$ cat src/rtl/game_tick_scheduler_if.sv
// Control/status bundle between the dino-game sequencer and the rest of the game.
// The master drives the player/collision events; the slave publishes tick, state, score and speed.
interface game_tick_scheduler_if #(
    parameter int CNT_W = 28
);
    logic             start;
    logic             pause_tgl;
    logic             collide;
    logic             tick;
    logic [1:0]       state;
    logic [3:0]       level;
    logic [13:0]      score;
    logic [CNT_W-1:0] period;
    logic             game_over;

    modport master (
        output start, pause_tgl, collide,
        input  tick, state, level, score, period, game_over
    );

    modport slave (
        input  start, pause_tgl, collide,
        output tick, state, level, score, period, game_over
    );
endinterface

$ cat src/rtl/game_tick_scheduler.sv
// Dino-game sequencer: idle/run/pause/over state machine, game tick generator with a
// shrinking period for difficulty ramp, and the score/level counters shown to the player.
module game_tick_scheduler #(
    parameter int INIT_PERIOD     = 160000,
    parameter int MIN_PERIOD      = 97000,
    parameter int STEP            = 9000,
    parameter int TICKS_PER_LEVEL = 10000,
    parameter int SCORE_DIV       = 16,
    parameter int CNT_W           = 28
) (
    input  logic                  clk,
    input  logic                  rst,
    game_tick_scheduler_if.slave  bus
);

    typedef enum logic [1:0] {
        ST_IDLE  = 2'b00,
        ST_RUN   = 2'b01,
        ST_PAUSE = 2'b10,
        ST_OVER  = 2'b11
    } state_t;

    localparam int LVL_W = (TICKS_PER_LEVEL > 1) ? $clog2(TICKS_PER_LEVEL) : 1;
    localparam int PSC_W = (SCORE_DIV > 1) ? $clog2(SCORE_DIV) : 1;

    localparam logic [CNT_W-1:0] INIT_P    = CNT_W'(INIT_PERIOD);
    localparam logic [CNT_W-1:0] MIN_P     = CNT_W'(MIN_PERIOD);
    localparam logic [CNT_W:0]   STEP_W    = (CNT_W+1)'(STEP);
    localparam logic [LVL_W-1:0] LVL_LAST  = LVL_W'(TICKS_PER_LEVEL - 1);
    localparam logic [PSC_W-1:0] PSC_LAST  = PSC_W'(SCORE_DIV - 1);
    localparam logic [13:0]      SCORE_MAX = 14'd9999;
    localparam logic [3:0]       LEVEL_MAX = 4'd15;

    state_t           state_q, state_d;
    logic [CNT_W-1:0] cnt_q, cnt_d;
    logic [CNT_W-1:0] period_q, period_d;
    logic [3:0]       level_q, level_d;
    logic [13:0]      score_q, score_d;
    logic [PSC_W-1:0] psc_q, psc_d;
    logic [LVL_W-1:0] lvl_cnt_q, lvl_cnt_d;
    logic             tick_q, tick_d;
    logic             game_over_q, game_over_d;

    logic [CNT_W:0]   period_dec;
    logic [CNT_W-1:0] period_new;
    logic             terminal;

    // One extra bit on the subtraction so a large STEP shows up as a borrow, not a wrap.
    assign period_dec = {1'b0, period_q} - STEP_W;
    assign period_new = (period_dec[CNT_W] || (period_dec < {1'b0, MIN_P}))
                        ? MIN_P : period_dec[CNT_W-1:0];
    assign terminal   = (cnt_q == (period_q - CNT_W'(1)));

    always_comb begin
        state_d   = state_q;
        cnt_d     = cnt_q;
        period_d  = period_q;
        level_d   = level_q;
        score_d   = score_q;
        psc_d     = psc_q;
        lvl_cnt_d = lvl_cnt_q;
        tick_d    = 1'b0;

        unique case (state_q)
            ST_IDLE, ST_OVER: begin
                if (bus.start) begin
                    state_d   = ST_RUN;
                    cnt_d     = '0;
                    period_d  = INIT_P;
                    level_d   = '0;
                    score_d   = '0;
                    psc_d     = '0;
                    lvl_cnt_d = '0;
                end
            end
            ST_RUN: begin
                // Collision wins over pause and over a tick due this same cycle.
                if (bus.collide) begin
                    state_d = ST_OVER;
                end else if (bus.pause_tgl) begin
                    state_d = ST_PAUSE;
                end else if (terminal) begin
                    tick_d = 1'b1;
                    cnt_d  = '0;

                    if (psc_q == PSC_LAST) begin
                        psc_d = '0;
                        if (score_q != SCORE_MAX) begin
                            score_d = score_q + 14'd1;
                        end
                    end else begin
                        psc_d = psc_q + PSC_W'(1);
                    end

                    // The new period applies from the next interval; cnt is already back at 0.
                    if (lvl_cnt_q == LVL_LAST) begin
                        lvl_cnt_d = '0;
                        period_d  = period_new;
                        if ((period_new < period_q) && (level_q != LEVEL_MAX)) begin
                            level_d = level_q + 4'd1;
                        end
                    end else begin
                        lvl_cnt_d = lvl_cnt_q + LVL_W'(1);
                    end
                end else begin
                    cnt_d = cnt_q + CNT_W'(1);
                end
            end
            ST_PAUSE: begin
                if (bus.pause_tgl) begin
                    state_d = ST_RUN;
                end
            end
            default: begin
                state_d = ST_IDLE;
            end
        endcase

        game_over_d = (state_d == ST_OVER);
    end

    always_ff @(posedge clk or negedge rst) begin
        if (!rst) begin
            state_q     <= ST_IDLE;
            cnt_q       <= '0;
            period_q    <= INIT_P;
            level_q     <= '0;
            score_q     <= '0;
            psc_q       <= '0;
            lvl_cnt_q   <= '0;
            tick_q      <= 1'b0;
            game_over_q <= 1'b0;
        end else begin
            state_q     <= state_d;
            cnt_q       <= cnt_d;
            period_q    <= period_d;
            level_q     <= level_d;
            score_q     <= score_d;
            psc_q       <= psc_d;
            lvl_cnt_q   <= lvl_cnt_d;
            tick_q      <= tick_d;
            game_over_q <= game_over_d;
        end
    end

    assign bus.tick      = tick_q;
    assign bus.state     = state_q;
    assign bus.level     = level_q;
    assign bus.score     = score_q;
    assign bus.period    = period_q;
    assign bus.game_over = game_over_q;

endmodule

$ cat src/flat_wrapper.sv
// flat-port wrapper written by rule: the top's interface ports become plain ports
module game_tick_scheduler_flat 
#(
    parameter int INIT_PERIOD     = 160000,
    parameter int MIN_PERIOD      = 97000,
    parameter int STEP            = 9000,
    parameter int TICKS_PER_LEVEL = 10000,
    parameter int SCORE_DIV       = 16,
    parameter int CNT_W           = 28
)
  (clk, rst, bus_start, bus_pause_tgl, bus_collide, bus_tick, bus_state, bus_level, bus_score, bus_period, bus_game_over);
  game_tick_scheduler_if #(.CNT_W(CNT_W)) bus_i ();
  input  logic clk;
  input  logic rst;
  input wire logic [$bits(bus_i.start)-1:0] bus_start;
  input wire logic [$bits(bus_i.pause_tgl)-1:0] bus_pause_tgl;
  input wire logic [$bits(bus_i.collide)-1:0] bus_collide;
  output wire logic [$bits(bus_i.tick)-1:0] bus_tick;
  output wire logic [$bits(bus_i.state)-1:0] bus_state;
  output wire logic [$bits(bus_i.level)-1:0] bus_level;
  output wire logic [$bits(bus_i.score)-1:0] bus_score;
  output wire logic [$bits(bus_i.period)-1:0] bus_period;
  output wire logic [$bits(bus_i.game_over)-1:0] bus_game_over;
  assign bus_i.start = bus_start;
  assign bus_i.pause_tgl = bus_pause_tgl;
  assign bus_i.collide = bus_collide;
  assign bus_tick = bus_i.tick;
  assign bus_state = bus_i.state;
  assign bus_level = bus_i.level;
  assign bus_score = bus_i.score;
  assign bus_period = bus_i.period;
  assign bus_game_over = bus_i.game_over;
  game_tick_scheduler #(.INIT_PERIOD(INIT_PERIOD), .MIN_PERIOD(MIN_PERIOD), .STEP(STEP), .TICKS_PER_LEVEL(TICKS_PER_LEVEL), .SCORE_DIV(SCORE_DIV), .CNT_W(CNT_W)) u_core (.clk(clk), .rst(rst), .bus(bus_i));
endmodule
$ cat config.mk
export PLATFORM = sky130hd
export DESIGN_NAME = game_tick_scheduler_flat
export DESIGN_NICKNAME = d
export VERILOG_FILES = /design/src/rtl/game_tick_scheduler_if.sv /design/src/rtl/game_tick_scheduler.sv /design/src/flat_wrapper.sv
export SDC_FILE = /design/constraint.sdc
export NUM_CORES = 1
export LEC_CHECK = 0
export CAP_MARGIN = 10
export CORE_UTILIZATION = 40
export DETAILED_ROUTE_END_ITERATION = 8
export GPL_TIMING_DRIVEN = 0
export SLEW_MARGIN = 10
export SYNTH_ARGS = -nofsm -noshare
export SYNTH_HDL_FRONTEND = slang
export SYNTH_SLANG_ARGS = --single-unit
$ cat constraint.sdc
create_clock -name clk -period 6.73 [get_ports clk]
set_input_delay 0.673 -clock clk [delete_from_list [all_inputs] [get_ports clk]]
set_output_delay 0.673 -clock clk [all_outputs]
set_load 0.01 [all_outputs]
==> key figures, run 1 <==
Synth
  • Mapped Area: 7150 um^2
  • Post-synthesis cell type count: 79
  • Synth Flop Type: dfrtp_1
  • Synth warnings: 0
  • Seq/Total Area, Yosys: 0.337
  • Syn_nets: 903
  • Gate Count Post-Synth: between 800 and 900
  • FFs w/ async S/R, synth: 1.00
  • Post-synthesis register bit count: 96
  • Average size of a mapped cell: between 8 and 9 um^2
  • Post-synth EDFFs: 0

Finish
  • Ant. Diodes: 0
  • Final cell count without fillers: 1172
  • Final core utilization: 0.478
  • NumNets Final: slightly below 1000
  • Layout cells sized above 1: 0.0824
  • Reg area: about 2400 um^2
  • Multi-input logic area: between 4000 and 5000 um^2
  • Fill cells: about 1800
  • Area Overhead vs Synth: 16.0%

Timing
  • Least-Margin Pin Slew: 879 ps
  • # setup viols final: 0
  • Slew headroom: 0.409
  • Max Slew Vio Count: 0
  • Period utilization: 0.939
  • F_max: between 0.15 and 0.2 GHz
  • RSZ-0062 raised after global routing: no
  • Skew final: around 7.1 ps
  • TNS Setup: 0 ps
  • Post-layout min period: 6320 ps
  • Final hold viol count: 0

Global route
  • Grt ovf: 0
  • Vias in the first global route: around 6400
  • Initial antenna violation count: 0
  • First-pass GRT wire length: roughly 34 mm
  • Gr usage total: 0.242
  • Pin count of the biggest net entering global routing: 61

Drt
  • DRT Wirelength: about 21 mm
  • ANT nets after route: 0
  • Vias per inst: between 5 and 6
  • Vias: 6884
  • Wire length per cell: between 15 and 20 um
  • Drt drc: 0
  • First-pass detailed-route iteration total: 7
  • Iteration-0 DRC Markers: approximately 580

Flow run
  • Max cap viols: 0

Die
  • Row cnt: between 40 and 50
  • Die X: roughly 140 um
  • Die footprint: around 18000 um^2
  • Initial Util: 0.412
  • Die height: about 140 um
  • Placeable Area: approximately 17000 um^2
  • Ports: 55

Clock network
  • Clk buf depth: 2
  • Root buf cell: clkbuf_16
  • Skew-Pair Late Insertion Delay: 360 ps
  • CTS clock-pin slew for the worst setup and hold paths: 70 ps
  • TritonCTS Buffers: 9
  • CTS tree: built
  • Post-CTS Hold Buffers: 0
  • Post-CTS Setup Repair Bufs: 0
  • H-tree depth: 3
  • CTS Sinks: between 90 and 100

Power
  • LEAKAGE: 3.30 nW
  • Pwr/cell area: about 360 nW/um^2
  • Power, Total: between 2 and 3 mW
  • Peak VDD IR: 0.000170 V

Worst setup path
  • Crit path launch type: register
  • Crit Path Max Fanout: 9
  • Crit end category: register
  • CP Class: reg -> reg
  • R2R cell count: 24
  • Crit path required time: 6940 ps
  • Crit path DAT: 6530 ps

Place
  • Gp weighted congestion: 0.936
  • PortBufs: 54
  • Placed Instances: between 1000 and 1500
  • Placed wire-length estimate: about 16 mm

Run status
  • Status: finished clean

Worst hold path
  • Worst Hold Class: in -> async
## registers in the layout, summed over array words and instances (netlist names)
signal                flops
u_core.bus.period        28
u_core.cnt_q             28
u_core.bus.score         14
u_core.lvl_cnt_q         14
u_core.bus.level          4
u_core.psc_q              4
u_core.bus.state          2
u_core.bus.game_over      1
u_core.bus.tick           1
## worst max-delay path: stages (launching register included)
cell and delay (ps):
dfrtp_1 400, buf_2 180, inv_1 150, ha_1 160, clkbuf_1 300, nand2b_1 260
a21oi_1 180, or4_1 470, a211o_1 270, o21ai_0 230, a21o_1 220, and2_1 360
o21ai_0 240, ha_1 360, a21o_1 210, a211oi_1 210, o211ai_1 130, a31oi_1 210
nor3_1 90, o311a_1 300, a211oi_1 240, a21boi_1 370, nor2_1 160, o31a_1 310
a2bb2oi_1 140
## cells in the final DEF (no fill, tap or decap), types with 9 or more instances in the layout
master,netlist,final
nand4_1,28,28
a21oi_1,43,43
ha_1,19,19
a31oi_1,9,9
o31ai_1,10,10
clkbuf_16,0,9
o21ai_0,65,65
buf_2,10,10
a22o_1,9,9
clkdlybuf4s50_1,0,53
nor2_1,99,99
inv_1,25,25
nor3_1,31,31
nor4_1,13,12
and3_1,21,21
xor2_1,31,31
xnor2_1,47,47
dfrtp_1,91,91
or3_1,11,11
nand3_1,49,49
nand2b_1,9,9
clkbuf_1,38,36
nand2_1,74,74
## report_power, final
group	leakage [nW]	internal [mW]	switching, mW
sequential	1.29	0.664	0.0920
combinational	1.87	0.580	1.10
clock	0.142	0.296	0.232
## Yosys cell counts (all sizes together), types with 25 or more instances
library cell  count  area [um^2]
nor2            101          384
dfrtp            91         2280
nand2            75          289
o21ai            72          360
nand3            50          263
xnor2            47          412
a21oi            43          215
clkbuf           39          148
nor3             35          195
xor2             31          272
nand4            28          175
inv              25         93.8
## routing by layer
metal  GRT usage  up-vias  routed length [um]
met1       0.330     3319                9800
li1            -     3296                   -
met4       0.125        0                 884
met3      0.0468       47                1250
met5           0        -                   0
met2       0.362      222                9310
## per-stage QoR
stage | setup slack [ps] | cell area [um^2] | hold WS [ps]
floorplan | 1580 | 7150 | 377
global placement | 251 | 7970 | 475
detailed placement | 335 | 8000 | 484
CTS | 317 | 8290 | 297
global route | 66.8 | 8300 | 317
finish | 414 | 8300 | 287
## final cells by class
class | count | share of cell area
plain buffers | 53 | 0.0280
clock buffers | 10 | 0.0288
clock inverters | 4 | 0.00648
inverters | 25 | 0.0113
multi-input cells | 704 | 0.533
flip-flops and latches | 96 | 0.290
well taps | 225 | 0.0339
repair buffers | 55 | 0.0681
## repair_timing
| action | in CTS | in global routing |
|---|---|---|
| endpoints found under the hold margin | 0 | 0 |
| setup endpoints to repair | 0 | 4 |
| gates resized for setup | 0 | 3 |
## cells by family after synthesis
kind of cell             Yosys count  synth area share
AO/OA/AOI/OAI                    198             0.178
adder cells (fa/ha/maj)           19            0.0332
AND/OR/NAND/NOR                  400             0.297
XOR/XNOR                          78            0.0955
flip-flops                        96             0.337
buffers and inverters             79            0.0460
multiplexers                       9            0.0138
## final timing paths
path                            slack (ps)                        startpoint                                 to
worst min register to register         490   u_core.lvl_cnt_q[1]$_DFFE_PN0P_    u_core.lvl_cnt_q[1]$_DFFE_PN0P_
min in group clk                       490   u_core.lvl_cnt_q[1]$_DFFE_PN0P_    u_core.lvl_cnt_q[1]$_DFFE_PN0P_
worst min-delay path                   290                               rst        u_core.cnt_q[1]$_DFFE_PN0P_
worst max-delay path                   410  u_core.bus.period[3]$_DFFE_PN0P_    u_core.bus.level[3]$_DFFE_PN0P_
max in group asynchronous             5720                               rst  u_core.bus.period[17]$_DFFE_PN1P_
worst max register to register         410  u_core.bus.period[3]$_DFFE_PN0P_    u_core.bus.level[3]$_DFFE_PN0P_
(Power assumes the default switching activity.)
==> run 2, diff against run 1 <==
--- a/config.mk
+++ b/config.mk
@@ -5,10 +5,13 @@
 export SDC_FILE = /design/constraint.sdc
 export NUM_CORES = 1
 export LEC_CHECK = 0
+export ABC_CLOCK_PERIOD_IN_PS = 6730
 export CAP_MARGIN = 10
 export CORE_UTILIZATION = 40
+export CTS_BUF_LIST = sky130_fd_sc_hd__clkbuf_8
 export DETAILED_ROUTE_END_ITERATION = 8
 export GPL_TIMING_DRIVEN = 0
+export PLACE_DENSITY = 0.58
 export SLEW_MARGIN = 10
 export SYNTH_ARGS = -nofsm -noshare
 export SYNTH_HDL_FRONTEND = slang
==> run 2 against run 1 <==
Core utilization shrank 0.47 points. Routed wire length grew 2.3%. First-iteration DRC count grew 3.4%. Cell count grew 0.26%. Combinational power is essentially flat. Cell area shrank 0.98%. Clock power shrank 21%. Flip-flop and latch count is the same. Via count shrank 0.55%. Clock skew grew 16 ps. Critical endpoint is now u_core.bus.level[2]$_DFFE_PN0P_. Largest cell class unchanged. Largest power group unchanged.
==> key figures, run 2 (synthesized netlist as in run 1, its figures left out) <==
Place
  • Pre-CTS WS: around 260 ps
  • Placed wire-length estimate: roughly 16 mm
  • Gp weighted congestion: a little over 0.9
  • PortBufs: 54
  • Placed Instances: 1159

Die
  • Placeable Area: ~17000 um^2
  • Die height: approximately 140 um
  • Row cnt: 48
  • Ports: 55
  • Die X: 136 um
  • Initial Util: 0.412
  • Die footprint: 18400 um^2

Worst setup path
  • Crit path to: u_core.bus.level[2]$_DFFE_PN0P_
  • R2R Path Start: u_core.bus.period[6]$_DFFE_PN0P_
  • CP Class: reg -> reg
  • Critical-path cell with the highest stage delay: nor2_1
  • Crit path required time: around 7000 ps
  • Crit path largest cell delay: between 600 and 700 ps
  • R2R cell count: 22
  • Reg2reg setup slack: ~360 ps
  • Crit path DAT: about 6600 ps
  • Setup crit start: u_core.bus.period[6]$_DFFE_PN0P_
  • Crit path cell chain: clkbuf_1 -> nor2_1 -> a21oi_1 -> or4_1 -> a211o_1 -> o21ai_0 -> a21o_1 -> and2_1 -> clkbuf_1 -> o21ai_0 -> ha_1 -> a21o_1 -> a211oi_1 -> o211ai_1 -> a31oi_1 -> nor3_1 -> o311a_1 -> a211oi_1 -> a21boi_1 -> nor2_1 -> nor2_1 -> mux2_2
  • Crit Reg-Reg Endpoint: u_core.bus.level[2]$_DFFE_PN0P_
  • Crit path launch type: register
  • Crit Path Max Fanout: 10
  • Crit end category: register
  • Crit path top cell by count: nor2_1

Timing
  • Final hold viol count: 0
  • Final setup margin: approximately 360 ps
  • Hold Slack: 143 ps
  • Post-layout min period: approximately 6400 ps
  • # setup viols final: 0
  • Least-Margin Pin Slew: around 860 ps
  • RSZ-0062 raised after global routing: no
  • Skew final: 23.1 ps
  • TNS Setup: 0 ps
  • Period utilization: 0.946
  • F_max: 0.157 GHz
  • Slew headroom: 0.420
  • Max Slew Vio Count: 0

Clock network
  • Skew-Pair Late Insertion Delay: approximately 400 ps
  • Post-CTS Setup Repair Bufs: 0
  • CTS clock-pin slew for the worst setup and hold paths: around 120 ps
  • CTS Sinks: 96
  • TritonCTS Buffers: 9
  • Root buf cell: clkbuf_8
  • CTS tree: built
  • H-tree depth: 3
  • Post-CTS Hold Buffers: 0
  • Clk buf depth: 2

Global route
  • Grt ovf: 0
  • Vias in the first global route: around 6300
  • First-pass GRT wire length: between 30 and 40 mm
  • Gr usage total: 0.245
  • Initial antenna violation count: 0
  • Pin count of the biggest net entering global routing: 68

Power
  • Comb pwr share: 0.591
  • Sequential share of power: 0.264
  • Sw Share: 0.499
  • Clock power share: 0.145
  • Pwr/cell area: roughly 350 nW/um^2
  • Internal power: 1.43 mW
  • Peak VDD IR: 0.000172 V
  • LEAKAGE: about 3.3 nW
  • Net load switching power: between 1 and 1.5 mW

Drt
  • DRT Wirelength: around 22 mm
  • Iteration-0 DRC Markers: around 600
  • Vias: between 6000 and 7000
  • Wire length per cell: ~19 um
  • Drt drc: 0
  • ANT nets after route: 0
  • First-pass detailed-route iteration total: 5
  • Vias per inst: about 6

Finish
  • Layout cells sized above 1: 0.0832
  • Multi-input logic area: roughly 4400 um^2
  • NumNets Final: a little under 1000
  • Area Overhead vs Synth: 14.9%
  • Commonest cells after routing, fill and taps aside: nor2_1, dfrtp_1, nand2_1
  • Reg area: 2410 um^2
  • Fill cells: approximately 1700
  • Ant. Diodes: 0
  • Final cell count without fillers: between 1000 and 1500
  • Most common cell after layout, fill and taps aside: nor2_1

Worst hold path
  • Worst Hold Class: in -> async

Flow run
  • Max cap viols: 0

Run status
  • Status: finished clean
run 2: power by group through the flow:
stage          Clock, mW  Sequential, mW  Combinational (mW)
6_report           0.415           0.754                1.69
4_1_cts            0.424           0.754                1.67
3_3_place_gp           0           0.765                1.66
3_5_place_dp           0           0.765                1.66
2_1_floorplan          0           0.765                1.10
5_1_grt            0.446           0.767                1.84
run 2: metal layers:
metal	share of wire	wire (um)	vias to the layer above	global-route usage
met3	0.047	1010	41	0.0303
met2	0.44	9540	194	0.360
met4	0.028	601	0	0.0999
li1	-	-	3309	-
met1	0.49	10600	3302	0.359
met5	0	0	-	0
run 2: repair_timing:
action / 4_1_cts / 5_1_grt
setup endpoints to repair: 0 / 4
resized for setup: 0 / 3
hold endpoints to repair: 0 / 0
run 2: worst max-delay path: cells and delay by family (launching register included):
family / cells / cell delay (ps)
AO/OA/AOI/OAI: 12 / 2960
multiplexers: 1 / 340
AND/OR/NAND/NOR: 6 / 1650
buffers and inverters: 2 / 530
flip-flops: 1 / 390
adder cells (fa/ha/maj): 1 / 360
run 2: area by class of cell:
type | count | share of cell area
Buffer | 53 | 0.0283
Clock buffer | 10 | 0.0167
Clock inverter | 6 | 0.00868
Inverter | 25 | 0.0114
Multi-Input combinational cell | 704 | 0.538
Sequential cell | 96 | 0.293
Tap cell | 225 | 0.0343
Timing Repair Buffer | 56 | 0.0699
run 2: worst min path at each step:
stage | from | to | depth (start not counted)
floorplan | rst | u_core.bus.game_over$_DFF_PN0_ | 0
global placement | u_core.lvl_cnt_q[1]$_DFFE_PN0P_ | u_core.lvl_cnt_q[1]$_DFFE_PN0P_ | 2
detailed placement | u_core.lvl_cnt_q[1]$_DFFE_PN0P_ | u_core.lvl_cnt_q[1]$_DFFE_PN0P_ | 2
CTS | rst | u_core.cnt_q[5]$_DFFE_PN0P_ | 1
global route | rst | u_core.cnt_q[5]$_DFFE_PN0P_ | 1
finish | rst | u_core.cnt_q[5]$_DFFE_PN0P_ | 1
run 2: stage by stage:
stage	util	total power [mW]	area, um^2
final	0.473	2.86	8220
after CTS	0.473	2.85	8210
after floorplan	-	1.87	7150
after global routing	0.473	3.06	8220
after detailed placement	0.461	2.43	8000
after global placement	0.459	2.43	7970
